[src/rtl/exec_ctrl_pkg.sv]
// Shared definitions for the issue/execute controller: opcodes, FSM states, field widths.
// Optional CMP opcode is enabled in exec_alu by EXEC_CTRL_CMP_EN.
package exec_ctrl_pkg;

   localparam int OPC_W = 4;

   localparam logic [OPC_W-1:0] OP_NOP = 4'h0;
   localparam logic [OPC_W-1:0] OP_ADD = 4'h1;
   localparam logic [OPC_W-1:0] OP_SUB = 4'h2;
   localparam logic [OPC_W-1:0] OP_AND = 4'h3;
   localparam logic [OPC_W-1:0] OP_OR  = 4'h4;
   localparam logic [OPC_W-1:0] OP_XOR = 4'h5;
   localparam logic [OPC_W-1:0] OP_SHL = 4'h6;
   localparam logic [OPC_W-1:0] OP_SHR = 4'h7;
   localparam logic [OPC_W-1:0] OP_LDI = 4'h8;
   localparam logic [OPC_W-1:0] OP_MOV = 4'h9;
   localparam logic [OPC_W-1:0] OP_CMP = 4'hA;

   typedef enum logic [1:0] {
      IDLE = 2'd0,
      READ = 2'd1,
      EXEC = 2'd2
   } state_t;

endpackage

[src/rtl/exec_alu.sv]
// Combinational ALU for exec_ctrl: result, carry/borrow and per-opcode control qualifiers.
// EXEC_CTRL_CMP_EN adds opcode 0xA (CMP); otherwise 0xA decodes as illegal.
module exec_alu
   import exec_ctrl_pkg::*;
#(
   parameter int DATA_WIDTH = 8,
   parameter int IMM_WIDTH  = 8
) (
   input  logic [OPC_W-1:0]      opcode,
   input  logic [DATA_WIDTH-1:0] a,
   input  logic [DATA_WIDTH-1:0] b,
   input  logic [IMM_WIDTH-1:0]  imm,
   output logic [DATA_WIDTH-1:0] result,
   output logic                  carry,
   output logic                  writes_rd,
   output logic                  updates_flags,
   output logic                  illegal
);

   localparam int SH_W = (DATA_WIDTH > 1) ? $clog2(DATA_WIDTH) : 1;

   logic [DATA_WIDTH:0]   sum;
   logic [DATA_WIDTH-1:0] diff;
   logic [DATA_WIDTH-1:0] imm_res;
   logic [SH_W-1:0]       shamt;

   assign sum   = {1'b0, a} + {1'b0, b};
   assign diff  = a - b;
   assign shamt = b[SH_W-1:0];

   // Immediate is zero-extended or truncated to the datapath width.
   always_comb begin
      imm_res = '0;
      for (int i = 0; i < DATA_WIDTH && i < IMM_WIDTH; i++) imm_res[i] = imm[i];
   end

   always_comb begin
      result        = '0;
      carry         = 1'b0;
      writes_rd     = 1'b1;
      updates_flags = 1'b0;
      illegal       = 1'b0;
      case (opcode)
         OP_NOP: writes_rd = 1'b0;
         OP_ADD: begin
            result        = sum[DATA_WIDTH-1:0];
            carry         = sum[DATA_WIDTH];
            updates_flags = 1'b1;
         end
         OP_SUB: begin
            result        = diff;
            carry         = (a < b);
            updates_flags = 1'b1;
         end
         OP_AND: begin result = a & b;        updates_flags = 1'b1; end
         OP_OR:  begin result = a | b;        updates_flags = 1'b1; end
         OP_XOR: begin result = a ^ b;        updates_flags = 1'b1; end
         OP_SHL: begin result = a << shamt;   updates_flags = 1'b1; end
         OP_SHR: begin result = a >> shamt;   updates_flags = 1'b1; end
         OP_LDI: result = imm_res;
         OP_MOV: result = a;
`ifdef EXEC_CTRL_CMP_EN
         OP_CMP: begin
            result        = diff;
            carry         = (a < b);
            writes_rd     = 1'b0;
            updates_flags = 1'b1;
         end
`endif
         default: begin
            writes_rd = 1'b0;
            illegal   = 1'b1;
         end
      endcase
   end

endmodule

[src/rtl/exec_ctrl.sv]
// Two-phase issue/execute controller around the GPR file: READ drives read addresses,
// EXEC consumes registered operands and writes back. Optional CMP via EXEC_CTRL_CMP_EN.
module exec_ctrl
   import exec_ctrl_pkg::*;
#(
   parameter int DATA_WIDTH    = 8,
   parameter int REG_FILE_SIZE = 16,
   parameter int ADDR_WIDTH    = $clog2(REG_FILE_SIZE),
   parameter int INSTR_WIDTH   = OPC_W + 3*ADDR_WIDTH
) (
   input  logic                   clk,
   input  logic                   reset,
   input  logic                   instr_valid,
   output logic                   instr_ready,
   input  logic [INSTR_WIDTH-1:0] instr,
   output logic [ADDR_WIDTH-1:0]  rf_addr_a,
   output logic [ADDR_WIDTH-1:0]  rf_addr_b,
   input  logic [DATA_WIDTH-1:0]  rf_operand_a,
   input  logic [DATA_WIDTH-1:0]  rf_operand_b,
   output logic                   rf_wen,
   output logic [ADDR_WIDTH-1:0]  rf_addr_write,
   output logic [DATA_WIDTH-1:0]  rf_data_in,
   output logic                   res_valid,
   output logic [DATA_WIDTH-1:0]  res_data,
   output logic                   flag_z,
   output logic                   flag_c,
   output logic                   illegal
);

   state_t                 state, state_nxt;
   logic                   load;
   logic                   exec_cyc;
   logic [INSTR_WIDTH-1:0] instr_q;
   logic [OPC_W-1:0]       opcode;
   logic [ADDR_WIDTH-1:0]  rd, rs1, rs2;

   logic [DATA_WIDTH-1:0]  alu_result;
   logic                   alu_carry;
   logic                   alu_writes;
   logic                   alu_upd;
   logic                   alu_illegal;

   assign opcode = instr_q[INSTR_WIDTH-1 -: OPC_W];
   assign rd     = instr_q[3*ADDR_WIDTH-1 -: ADDR_WIDTH];
   assign rs1    = instr_q[2*ADDR_WIDTH-1 -: ADDR_WIDTH];
   assign rs2    = instr_q[ADDR_WIDTH-1:0];

   exec_alu #(
      .DATA_WIDTH (DATA_WIDTH),
      .IMM_WIDTH  (2*ADDR_WIDTH)
   ) u_alu (
      .opcode        (opcode),
      .a             (rf_operand_a),
      .b             (rf_operand_b),
      .imm           ({rs1, rs2}),
      .result        (alu_result),
      .carry         (alu_carry),
      .writes_rd     (alu_writes),
      .updates_flags (alu_upd),
      .illegal       (alu_illegal)
   );

   always_ff @(posedge clk) begin
      if (reset) state <= IDLE;
      else       state <= state_nxt;
   end

   // EXEC also accepts so back-to-back issue sustains one instruction per two cycles.
   always_comb begin
      state_nxt   = state;
      instr_ready = 1'b0;
      load        = 1'b0;
      case (state)
         IDLE: begin
            instr_ready = 1'b1;
            if (instr_valid) begin
               load      = 1'b1;
               state_nxt = READ;
            end
         end
         READ: state_nxt = EXEC;
         EXEC: begin
            instr_ready = 1'b1;
            load        = instr_valid;
            state_nxt   = instr_valid ? READ : IDLE;
         end
         default: state_nxt = IDLE;
      endcase
   end

   // Read addresses come straight from the latched word; reset clears it, so they idle at 0.
   assign rf_addr_a = rs1;
   assign rf_addr_b = rs2;

   // Reset in EXEC suppresses the write so an aborted instruction never reaches the GPRs.
   assign exec_cyc      = (state == EXEC) && !reset;
   assign rf_wen        = exec_cyc && alu_writes;
   assign rf_addr_write = exec_cyc ? rd : '0;
   assign rf_data_in    = exec_cyc ? alu_result : '0;

   always_ff @(posedge clk) begin
      if (reset) begin
         instr_q   <= '0;
         res_valid <= 1'b0;
         res_data  <= '0;
         flag_z    <= 1'b0;
         flag_c    <= 1'b0;
         illegal   <= 1'b0;
      end else begin
         if (load) instr_q <= instr;
         res_valid <= (state == EXEC);
         illegal   <= (state == EXEC) && alu_illegal;
         if (state == EXEC) begin
            res_data <= alu_result;
            if (alu_upd) begin
               flag_z <= (alu_result == '0);
               flag_c <= alu_carry;
            end
         end
      end
   end

endmodule

[config.mk]
export PLATFORM = sky130hd
export DESIGN_NAME = exec_ctrl
export DESIGN_NICKNAME = d
export VERILOG_FILES = /design/src/rtl/exec_ctrl_pkg.sv /design/src/rtl/exec_alu.sv /design/src/rtl/exec_ctrl.sv
export SDC_FILE = /design/constraint.sdc
export NUM_CORES = 1
export LEC_CHECK = 0
export CAP_MARGIN = 20
export CORE_ASPECT_RATIO = 1.25
export CORE_MARGIN = 2
export CORE_UTILIZATION = 48
export CTS_BUF_LIST = sky130_fd_sc_hd__clkbuf_8
export CTS_CLUSTER_DIAMETER = 120
export DETAILED_ROUTE_END_ITERATION = 16
export GPL_TIMING_DRIVEN = 0
export PLACE_DENSITY = 0.8
export SYNTH_ARGS = -nofsm -noshare
export SYNTH_HDL_FRONTEND = slang
export SYNTH_SLANG_ARGS = --single-unit
[constraint.sdc]
create_clock -name clk -period 3.3 [get_ports clk]
set_input_delay 0.66 -clock clk [delete_from_list [all_inputs] [get_ports clk]]
set_output_delay 0.66 -clock clk [all_outputs]
set_load 0.1 [all_outputs]
# == Word level (Yosys, flattened, before mapping) ==
# Cells that the tools add are included.
# totals
reg_bits,30
input_bits,35
output_inout_bits,34
wordCells,52
# classes
add_sub_neg,2
magnitude_cmp,1
n_eq_ne,12
n_shift,2
muxes,13
bitwise,3
n_reduce_logical,12
# ops
op,count
$pmux W8 S9,1
$eq A4 B3 Y1 const B,4
$reduce_or A10 Y1,1
$add A8 B8 Y9,1
$reduce_or A9 Y1,1
$and A8 B8 Y8,1
$eq A4 B2 Y1 const B,2
$eq A4 B4 Y1 const B,2
$logic_not A8 Y1,1
$lt A8 B8 Y1,1
$mux W8,1
$or A8 B8 Y8,1
$shl A8 B3 Y8,1
$shr A8 B3 Y8,1
$sub A8 B8 Y8,1
$xor A8 B8 Y8,1
$reduce_or A7 Y1,1
$mux W1,6
$pmux W2 S3,1
$eq A4 B1 Y1 const B,1
$logic_not A4 Y1,1
$mux W4,1
$pmux W1 S2,2
$logic_and A1 B1 Y1,3
8 further kinds,8

# == Depth between registers and ports, before layout ==
# logic_depth
word_depth,4
mapped_depth,10
mapped_depth_nobuf,10

# == Hierarchy ==
# Synthesis repeated with hierarchy kept, for this count alone.
# hier_totals
hier_cells,403
hier_area_um2,3239.4
# modules_own_cells
module,instances,cells_per_inst,area_per_inst_um2,seq_area_each_um2
exec_alu,1,251,1958.1,0.0
exec_ctrl,1,152,1281.2,600.6

# == Least setup slack after synthesis ==
# Ideal clock, no wire load.
# synth_path
path_kind,reg2out
startpoint,register state[0]
endpoint,output port rf_wen
t_arrival_ns,3.777
required_ns,2.640
setup_slack_ns,-1.137
path_stages_with_launch,6
n_path_buf,1
path_cell_list,dfxtp_1 -> inv_1 -> nand2_1 -> or2_2 -> clkbuf_1 -> a211oi_1
# synth_between
elab_chain_cells,3
# synth_lines
item,line,text
"start, declared",exec_ctrl.sv:30,"state_t state, state_nxt;"
"start signal, assigned",exec_ctrl.sv:65,else state <= state_nxt;
$eq A2 B2 Y1,exec_ctrl.sv:96,assign exec_cyc = (state == EXEC) && !reset;
$logic_and A1 B1 Y1,exec_ctrl.sv:96,
$logic_and A1 B1 Y1,exec_ctrl.sv:97,assign rf_wen = exec_cyc && alu_writes;
"end, declared",exec_ctrl.sv:20,"output logic rf_wen,"
# Every way passes these cells.

# == Worst setup path after layout ==
# layout_path
startpoint,input port rf_operand_a[0]
endpoint,output port rf_data_in[6]
# layout_between
elab_chain_cells,3
word_cells_on_any_way,6
classes_between,add/sub (2); shift (2); mux (2)
# layout_lines
item,line,text
"start, declared",exec_ctrl.sv:18,"input logic [DATA_WIDTH-1:0] rf_operand_a,"
$sub A8 B8 Y8 (tied with other cells),exec_alu.sv:28,assign diff = a - b;
$pmux W8 S9 *,exec_alu.sv:43,case (opcode)
$mux W8 *,exec_ctrl.sv:99,assign rf_data_in = exec_cyc ? alu_result : '0;
"end, declared",exec_ctrl.sv:22,"output logic [DATA_WIDTH-1:0] rf_data_in,"
# Mark *: on every way between the ends. The rest lies on a longest branch, timed or not.

==> impl_metrics.tcl <==
set metrics [dict create \
    outcome "complete, but fails checks" \
    failed_checks "negative setup slack" \
    syn_inst 383 \
    setup_ws_ns -0.08626 \
    ant_nets 0 \
    syn_nets 445 \
    grt_pass1_vias 3126 \
    path_max_fanout 5 \
    drc 0 \
    synth.distinct_cells 66 \
    drt_iter0_drc 362 \
    comb_power_share 0.476 \
    synth_warnings 0 \
    dr_wl_met2_um 5462 \
    synth-edff-count 0 \
    cp_data_required_time_ns 2.64 \
    finalCriticalPeriod_ns 3.386 \
    cts_sinks 30 \
    drt_first_pass_iters 5 \
    critPathKind "primary input to primary output" \
    layout-drive-gt1-share 0.3577 \
    rsz0062_at_grt "true" \
    clk_path_buf_depth 2 \
    via_per_inst 6.083 \
    slew_violations 0 \
    fmax_ghz 0.2953 \
    dp_worst_setup_slack_ns -1.926 \
    hp-class "flop to flop" \
    finalPower_mw 1.328 \
    ff2ff_setup_slack_ns 0.83 \
    grtUsageTotal 0.3066 \
    vias 3425 \
    clkPwrFrac 0.230 \
    p_seq_frac 0.295 \
    final_cell_mix "46 x nand2_1, 39 x clkdlybuf4s50_1, 33 x buf_4, 30 x dfxtp_1, 26 x a21oi_1" \
    drt-met1-wl_um 4037 \
    async_reset_ff_frac 0 \
    wl_per_cell_um 19.21 \
    critPathLaunchType "primary input" \
    max-cap-violations 0 \
    dr.max_layer_used "met4" \
    grt_start_max_net_pins 13 \
    worst_pin_slew_ns 1.015 \
    peakVddDrop_uv 432.3 \
    setup_violations 1 \
    antenna_cells 0 \
    fin_nets 539 \
    grt_overflow 0 \
    utilization 0.7525 \
    io_buffers 68 \
    ys_seq_area_frac 0.1988 \
    placed_area_sq_um 3899 \
    worstPathArrival_ns 2.73 \
    hold_viol_final 0 \
    syn2layout_area_growth_pct 52.61 \
    grt_pass1_wl_um 16200 \
    fin_crit_sh 1.026 \
    finalClockSkew_ns 0.006334 \
    initial_core_util 0.4931 \
    final_common_cell "nand2_1" \
    cts-root-buf "clkbuf_8" \
    power.density_nw_per_um2 288.2 \
    clkTransAtPathRegs_ns 0.06 \
    p_int_mw 0.8088 \
    ys_ff_latch 30 \
    ios 69 \
    cts_made_buffers 5 \
    slew_headroom 0.3211 \
    syn_area_sq_um 3020 \
    antenna_found_initial 0 \
    gp_congestion 1.007 \
    tritoncts "done" \
    p_leak_nw 1.850 \
    switchingPower_mw 0.5195 \
    syn_area_per_cell_sq_um 7.886 \
    dp_hpwl_um 7686 \
    end_kind "primary output" \
    synthFlopType "dfxtp_1" \
    die_w_um 74.95 \
    die-area_sq_um 6947 \
    core_sq_um 6126 \
    fin_area_sq_um 4609 \
    switching_share 0.3911 \
    die_height_um 92.69 \
    wl_um 10810 \
    htree_levels 2 \
    met3_wirelength_um 912 \
    rows 32 \
    clock_latency_ns 0.28 \
]
-- sequential cells by signal, summed over array words and instances, names as in the netlist --
name       cells
instr_q       16
res_data       8
state          2
flag_c         1
flag_z         1
illegal        1
res_valid      1
-- Yosys cell counts (2+ instances only) --
cell type | number | area, sq um
nand2_1 | 46 | 172.7
a21oi_1 | 33 | 165.2
dfxtp_1 | 30 | 600.6
ha_1 | 25 | 312.8
inv_1 | 23 | 86.33
clkbuf_1 | 18 | 67.56
nor2_1 | 18 | 67.56
o21ai_0 | 14 | 70.07
nand2b_1 | 12 | 75.07
nor3_1 | 12 | 60.06
mux2i_1 | 11 | 110.1
and2_1 | 10 | 62.56
a21o_1 | 8 | 60.06
a31oi_1 | 8 | 50.05
buf_4 | 8 | 60.06
mux4_2 | 8 | 180.2
a22oi_1 | 7 | 52.55
nand3b_1 | 7 | 52.55
a221oi_1 | 6 | 52.55
a211oi_1 | 5 | 37.54
nand3_1 | 4 | 20.02
nor4b_1 | 4 | 35.03
o211ai_1 | 4 | 30.03
nor2b_1 | 3 | 18.77
xnor2_1 | 3 | 26.28
and2b_1 | 2 | 15.01
and3_1 | 2 | 12.51
buf_1 | 2 | 7.510
buf_2 | 2 | 10.01
buf_6 | 2 | 22.52
fa_1 | 2 | 40.04
nor4_1 | 2 | 12.51
o21bai_1 | 2 | 15.01
o221ai_1 | 2 | 17.52
o22ai_1 | 2 | 12.51
o31ai_1 | 2 | 15.01
or2_2 | 2 | 12.51
or3_1 | 2 | 12.51
or3b_2 | 2 | 17.52
xor2_1 | 2 | 17.52
-- cell type report --
class | count | area [sq um]
clock inverter | 2 | 12.51
inverter | 24 | 100.1
fill | 481 | 1516
buffer | 27 | 170.2
timing repair buffer | 92 | 892.1
multi-input combinational | 297 | 2645
tap | 85 | 106.4
sequential | 30 | 600.6
clock buffer | 6 | 82.58
-- layer usage --
layer	vias up	track usage
li1	1562	-
met1	1636	0.3913
met2	188	0.5058
met3	39	0.05876
met4	0	0.1071
met5	-	0
-- critical path: stages --
cell	delay, ns
buf_12	0.12
inv_6	0.06
ha_4	0.13
inv_2	0.04
fa_2	0.37
a21oi_2	0.16
o21ba_4	0.19
o31ai_4	0.07
a221o_1	0.35
a21o_1	0.24
and2_4	0.18
buf_12	0.16
-- stage by stage --
stage	hold slack, ns	setup TNS (ns)	instances
floorplan	0.4254	-0.3469	383
global placement	0.4324	-19.25	536
detailed placement	0.4408	-20.36	536
CTS	0.4515	-0.2110	553
global route	0.4767	-0.2050	563
finish	0.4498	-0.08626	563
-- repair_timing --
item,4_1_cts,5_1_grt
hold endpoints to repair,0,0
pin swaps,25,17
setup endpoints to repair,18,12
buffers inserted,13,11
resized for setup,201,66
hold buffers,0,0
-- power by group through the flow --
stage | clock (mW) | sequential, mW | combinational, mW
2_1_floorplan | 0 | 0.415 | 0.312
3_3_place_gp | 0 | 0.398 | 0.476
3_5_place_dp | 0 | 0.399 | 0.483
4_1_cts | 0.309 | 0.391 | 0.573
5_1_grt | 0.331 | 0.392 | 0.664
6_report | 0.305 | 0.391 | 0.632
-- cell families after synthesis --
kind of cell / count (synthesis) / share of synthesized area
buffers and inverters: 56 / 0.08533
DFF: 30 / 0.1988
and+or+nand+nor: 139 / 0.2477
adders and majority gates: 27 / 0.1168
AOI/OAI and AO/OA: 106 / 0.2370
muxes: 20 / 0.09983
xor gates and xnor gates: 5 / 0.01450
-- worst paths after layout --
path | cells past startpoint | from | end
worst min-delay path | 1 | res_data[5] | res_data[5]
worst max register to register | 8 | instr_q[15] | flag_z
worst max-delay path | 12 | rf_operand_a[0] | rf_data_in[6]
worst min register to register | 1 | res_data[5] | res_data[5]
(Power assumes the default switching activity.)
